==> config.mk <==
export PLATFORM = sky130hd
export DESIGN_NAME = centroid_tracker
export DESIGN_NICKNAME = d
export VERILOG_FILES = /design/src/rtl/centroid_tracker.sv
export SDC_FILE = /design/constraint.sdc
export NUM_CORES = 1
export LEC_CHECK = 0
export ABC_CLOCK_PERIOD_IN_PS = 4780
export CAP_MARGIN = 40
export CORE_AREA = 5 5 116 118
export DETAILED_ROUTE_END_ITERATION = 8
export DIE_AREA = 0 0 121 123
export GPL_ROUTABILITY_DRIVEN = 0
export SLEW_MARGIN = 15
export SYNTH_ARGS = -nofsm -noshare
export SYNTH_HDL_FRONTEND = slang
export SYNTH_SLANG_ARGS = --single-unit
export TNS_END_PERCENT = 100
==> constraint.sdc <==
create_clock -name clk -period 4.78 [get_ports clk]
set_clock_uncertainty 0.05 [all_clocks]
set_input_delay 0.478 -clock clk [delete_from_list [all_inputs] [get_ports clk]]
set_output_delay 0.478 -clock clk [all_outputs]
set_load 0.05 [all_outputs]
==> src/rtl/centroid_tracker.sv <==
// centroid_tracker
//   Consumes one centroid measurement per camera frame, rejects weak or
//   out-of-range strobes, gates outliers against the current filtered
//   position, smooths accepted positions with a shift-based EMA and runs a
//   SEARCH/ACQUIRE/TRACK lock state machine for the overlay cursor.
//
// Handshake: c_valid is a one-cycle strobe with no back-pressure (there is
//   no ready); c_x/c_y/white_count are only looked at while it is high.
//   pos_valid is a one-cycle pulse on the cycle after an accepted load or
//   update, when pos_x/pos_y already carry the new value.
//
// Ports:
//   clk          system clock
//   reset        synchronous active-high reset
//   c_valid      measurement strobe
//   c_x, c_y     measured centroid column / row
//   white_count  pixel count behind the measurement
//   frame_tick   end-of-frame pulse
//   pos_x, pos_y filtered position, integer part
//   pos_valid    position-updated pulse
//   locked       high in TRACK
//   state        debug state: 0=SEARCH, 1=ACQUIRE, 2=TRACK
module centroid_tracker #(
  parameter int H_MAX       = 1024,
  parameter int V_MAX       = 768,
  parameter int MIN_COUNT   = 64,
  parameter int GATE        = 48,
  parameter int SHIFT       = 2,
  parameter int ACQ_FRAMES  = 4,
  parameter int LOST_FRAMES = 8
) (
  input  logic        clk,
  input  logic        reset,
  input  logic        c_valid,
  input  logic [10:0] c_x,
  input  logic [9:0]  c_y,
  input  logic [19:0] white_count,
  input  logic        frame_tick,
  output logic [10:0] pos_x,
  output logic [9:0]  pos_y,
  output logic        pos_valid,
  output logic        locked,
  output logic [1:0]  state
);

  localparam int FXW = 11 + SHIFT;
  localparam int FYW = 10 + SHIFT;
  localparam int AW  = $clog2(ACQ_FRAMES + 1);
  localparam int MW  = $clog2(LOST_FRAMES + 1);

  localparam logic [11:0]        H_LIM   = 12'(H_MAX);
  localparam logic [10:0]        V_LIM   = 11'(V_MAX);
  localparam logic [20:0]        MIN_LIM = 21'(MIN_COUNT);
  localparam logic signed [11:0] GATE_S  = 12'(GATE);

  typedef enum logic [1:0] {
    S_SEARCH  = 2'd0,
    S_ACQUIRE = 2'd1,
    S_TRACK   = 2'd2
  } st_t;

  st_t st_q, st_d;

  logic [FXW-1:0] fx_q;
  logic [FYW-1:0] fy_q;
  logic [AW-1:0]  acq_cnt;
  logic [MW-1:0]  miss_cnt;
  logic           got_meas;
  logic           pos_valid_q;

  // ---------------- measurement qualification ----------------
  logic acc, in_gate, counted, do_load, do_update, miss_limit, acq_done;
  logic signed [11:0] dx, dy, adx, ady;

  assign acc = c_valid && ({1'b0, white_count} >= MIN_LIM) &&
               ({1'b0, c_x} < H_LIM) && ({1'b0, c_y} < V_LIM);

  // Integer-part distance in 12-bit signed arithmetic; both operands are
  // zero-extended so the subtraction cannot wrap.
  assign dx  = $signed({1'b0, c_x}) - $signed({1'b0, pos_x});
  assign dy  = $signed({2'b00, c_y}) - $signed({2'b00, pos_y});
  assign adx = (dx < 0) ? -dx : dx;
  assign ady = (dy < 0) ? -dy : dy;
  assign in_gate = (adx <= GATE_S) && (ady <= GATE_S);

  // An out-of-gate measurement in TRACK is thrown away and does not count
  // as having seen the target this frame; everywhere else it does.
  assign counted    = acc && ((st_q != S_TRACK) || in_gate);
  assign do_load    = acc && ((st_q == S_SEARCH) || ((st_q == S_ACQUIRE) && !in_gate));
  assign do_update  = acc && in_gate && (st_q != S_SEARCH);
  assign miss_limit = (miss_cnt == MW'(LOST_FRAMES));
  assign acq_done   = ((acq_cnt + AW'(1)) == AW'(ACQ_FRAMES));

  // ---------------- EMA filter arithmetic ----------------
  // f + (((m << SHIFT) - f) >>> SHIFT) with one guard bit so the difference
  // keeps its sign; the result stays within the range of m.
  logic [FXW-1:0]        fx_load, fx_upd;
  logic [FYW-1:0]        fy_load, fy_upd;
  logic signed [FXW:0]   fx_diff, fx_step, fx_sum;
  logic signed [FYW:0]   fy_diff, fy_step, fy_sum;

  assign fx_load = FXW'(c_x) << SHIFT;
  assign fy_load = FYW'(c_y) << SHIFT;
  assign fx_diff = $signed({1'b0, fx_load}) - $signed({1'b0, fx_q});
  assign fy_diff = $signed({1'b0, fy_load}) - $signed({1'b0, fy_q});
  assign fx_step = fx_diff >>> SHIFT;
  assign fy_step = fy_diff >>> SHIFT;
  assign fx_sum  = $signed({1'b0, fx_q}) + fx_step;
  assign fy_sum  = $signed({1'b0, fy_q}) + fy_step;
  assign fx_upd  = fx_sum[FXW-1:0];
  assign fy_upd  = fy_sum[FYW-1:0];

  // ---------------- FSM: state register ----------------
  always_ff @(posedge clk) begin
    if (reset) st_q <= S_SEARCH;
    else       st_q <= st_d;
  end

  // ---------------- FSM: next state ----------------
  // A counted measurement always beats the miss limit.
  always_comb begin
    st_d = st_q;
    case (st_q)
      S_SEARCH: begin
        if (acc) st_d = S_ACQUIRE;
      end
      S_ACQUIRE: begin
        if (acc && in_gate && acq_done) st_d = S_TRACK;
        else if (acc)                   st_d = S_ACQUIRE;
        else if (miss_limit)            st_d = S_SEARCH;
      end
      S_TRACK: begin
        if (!counted && miss_limit) st_d = S_SEARCH;
      end
      default: st_d = S_SEARCH;
    endcase
  end

  // ---------------- FSM: outputs ----------------
  always_comb begin
    locked = (st_q == S_TRACK);
    state  = st_q;
  end

  // ---------------- datapath registers ----------------
  always_ff @(posedge clk) begin
    if (reset) begin
      fx_q        <= '0;
      fy_q        <= '0;
      acq_cnt     <= '0;
      miss_cnt    <= '0;
      got_meas    <= 1'b0;
      pos_valid_q <= 1'b0;
    end else begin
      pos_valid_q <= do_load || do_update;

      if (do_load) begin
        fx_q    <= fx_load;
        fy_q    <= fy_load;
        acq_cnt <= AW'(1);
      end else if (do_update) begin
        fx_q <= fx_upd;
        fy_q <= fy_upd;
        if (st_q == S_ACQUIRE) acq_cnt <= acq_cnt + AW'(1);
      end else if (st_d == S_SEARCH) begin
        acq_cnt <= '0;
      end

      // Misses only accumulate while acquiring or tracking.
      if ((st_q == S_SEARCH) || (st_d == S_SEARCH) || counted)
        miss_cnt <= '0;
      else if (frame_tick && !got_meas && !miss_limit)
        miss_cnt <= miss_cnt + MW'(1);

      if (frame_tick)   got_meas <= 1'b0;
      else if (counted) got_meas <= 1'b1;
    end
  end

  assign pos_x     = fx_q[FXW-1:SHIFT];
  assign pos_y     = fy_q[FYW-1:SHIFT];
  assign pos_valid = pos_valid_q;

endmodule

==> impl_metrics.toml <==
[logic_synthesis]
synth_top_cell_area_share_pct = 15.0
syn_nets = 727
synth_area_leaders = "dfxtp_1 15%, ha_1 13%, xnor2_1 6.2%"
synthCells = 627
synth.distinct_cells = 82
yosys-top-cells-count = "60 x nand2_1, 54 x nor2_1, 51 x ha_1"
synth-seq-cells = 36
synth_area_leader_cell = "dfxtp_1"
synth-edff-count = 0
ys_warn_count = 0
synth-main-ff-cell = "dfxtp_1"
seq_area_frac_synth_pct = 15.0
avgSynthCellArea_um2 = 7.66
postSynth.asyncResetShare_pct = 0
yosysMostFrequentCell = "nand2_1"
syn_area_um2 = 4800

[floorplanning]
core_area_um2 = 12400
die_x_um = 121
rows = 41
io-pin-count = 70
dieArea_um2 = 14900
die_h_um = 123
initial_core_util_pct = 38.8

[critical_path]
cp.depth = 23
crit_top_cell = "o21ai_0"
cp_top_family = "compound AO/OA/AOI/OAI gates"
crit_fanout = 3
worstSetupStartpointType = "input port"
worstSetupPathType = "input port to flop"
slowest_delay_ps = 520
cp_slowest_cell = "clkdlybuf4s50_1"
worstPathArrival_ps = 4550
end_kind = "flop"
path_buf_inv = 2
r2r_cells = 17
crit_chain = "clkdlybuf4s50_1 -> inv_1 -> ha_1 -> nor3b_1 -> o21ai_1 -> nand2b_1 -> and2_1 -> o21a_1 -> o21a_1 -> nor2_1 -> o21ai_0 -> and2_1 -> o21ai_0 -> nor2b_1 -> xnor2_1 -> ha_1 -> or2_2 -> a21oi_1 -> a21oi_1 -> xnor2_1 -> nor2_1 -> o21ai_0 -> o311ai_0"
required_ps = 4890

[route]
vias_per_cell = 5.27
vias = 4463
drt_first_pass_iters = 4
drtIter0Drc = 261
post_drt_wl_per_cell_um = 14.0
drc = 0
ant_nets = 0
wl_mm = 11.8

[placed_design]
io_buffers = 63
postPlaceCellArea_um2 = 5520
pre_cts_slack_ps = -102
dp_hpwl_mm = 9.62

[layout]
drive_above_1_share_pct = 10.2
fin_nets = 774
diodes = 0
postLayoutCoreUtil_pct = 46.1
fillers = 1246
areaGrowthSynthToFinish_pct = 18.7
fin_area_um2 = 5700

[grt]
grt_pass1_wl_mm = 20.0
grt_use_total_pct = 16.2
grt_pass1_vias = 4306
grt_max_degree = 13
antenna_found_initial = 0
grt_overflow = 0

[pwr]
power_density_nw_per_um2 = 229
power_leakage_nw = 2.25
ir_drop_v = 0.000165

[timing]
finalSetupTns_ps = 0
drv_slew = 0
hold_viol_final = 0
relSlewSlack_pct = 51.5
fin_ws_ps = 334
fmax_ghz = 0.225
tightest_slew_ps = 728
rsz0062_at_grt = "true"
finalSetupViolCount = 0
period_share_pct = 93.0
finalCriticalPeriod_ps = 4450
hold_ws_ps = 419

[cts]
cts_tree = "done"
htreeDepth = 2
ctsRootBufferMaster = "clkbuf_16"
cts_made_buffers = 5
postCtsSetupBuffers = 0
clk_pin_slew_ps = 60
clk_path_buf_depth = 2
clock-sinks = 36
clk_latency_ps = 290

[run_status]
status = "finished clean"

[min_path]
hp-class = "flop to flop"
worstHoldPathCells = 2

[flow_run]
drv_cap = 0
area by class of cell:
type	instances	area, µm²	area share [%]
Multi-Input combinational cell	504	3640	63.8
Timing Repair Buffer	86	807	14.2
Tap cell	172	215	3.78
Sequential cell	36	721	12.6
Clock buffer	5	125	2.19
Inverter	41	154	2.70
Clock inverter	3	42.5	0.746
tightest hold or removal path, stage by stage, from the launching register on:
cell,delay [ps]
dfxtp_1,300
inv_1,60
a211oi_1,60
path summary, 6_finish.rpt:
kind	startpoint	to	slack, ps
setup / recovery	c_y[0]	fy_q[11]	330
hold / removal	got_meas	got_meas	420
setup reg to reg	fx_q[2]	fx_q[11]	690
hold reg to reg	got_meas	got_meas	420
layout by cell type, fill, tap and decap left out, types with 8 or more instances in the layout:
master	instances
o21a_1	11
nor3_1	13
inv_1	41
o211ai_1	20
nand2b_1	13
nand2_1	60
buf_4	22
a21oi_1	32
o21ai_0	26
ha_1	51
xor2_1	20
dfxtp_1	36
a21o_1	15
mux2i_1	9
nor2b_1	8
xnor2_1	34
clkdlybuf4s50_1	63
nand3_1	11
nor2_1	54
or2_2	8
a211oi_1	8
logic make-up after synthesis:
| logic type | synth area share (%) |
|---|---|
| xor gates and xnor gates | 9.85 |
| AOI/OAI and AO/OA | 25.7 |
| adders and majority gates | 15.0 |
| DFF | 15.0 |
| muxes | 2.09 |
| buffers and inverters | 9.67 |
| and+or+nand+nor | 22.8 |
stage by stage:
stage	power (W)	std cells
after floorplan	0.000784	627
after global placement	0.000904	838
after detailed placement	0.000918	839
after CTS	0.00132	847
after global routing	0.00140	847
final	0.00131	847
power by group:
part           total [W]  switching (W)  internal (W)
clock network   0.000392       0.000147      0.000245
logic           0.000594       0.000328      0.000265
registers       0.000321      0.0000111      0.000310
total            0.00131       0.000486      0.000821
routing by layer:
metal  track usage (%)  up-vias  routed length [µm]
met1              21.6     2063                5840
li1                  -     2317                   -
met4              4.46        0                 154
met2              27.1       75                5310
met3              2.52        8                 528
met5                 0        -                   0
sequential cells by signal, summed over array words and instances (netlist names):
signal	flops
fx_q	13
fy_q	12
miss_cnt	4
acq_cnt	3
state	2
got_meas	1
pos_valid	1
timing repair:
action / 4_1_cts / 5_1_grt
hold buffers: 0 / 0
gates resized for setup: 0 / 3
setup endpoints to repair: 0 / 11
(Power assumes the default switching activity.)
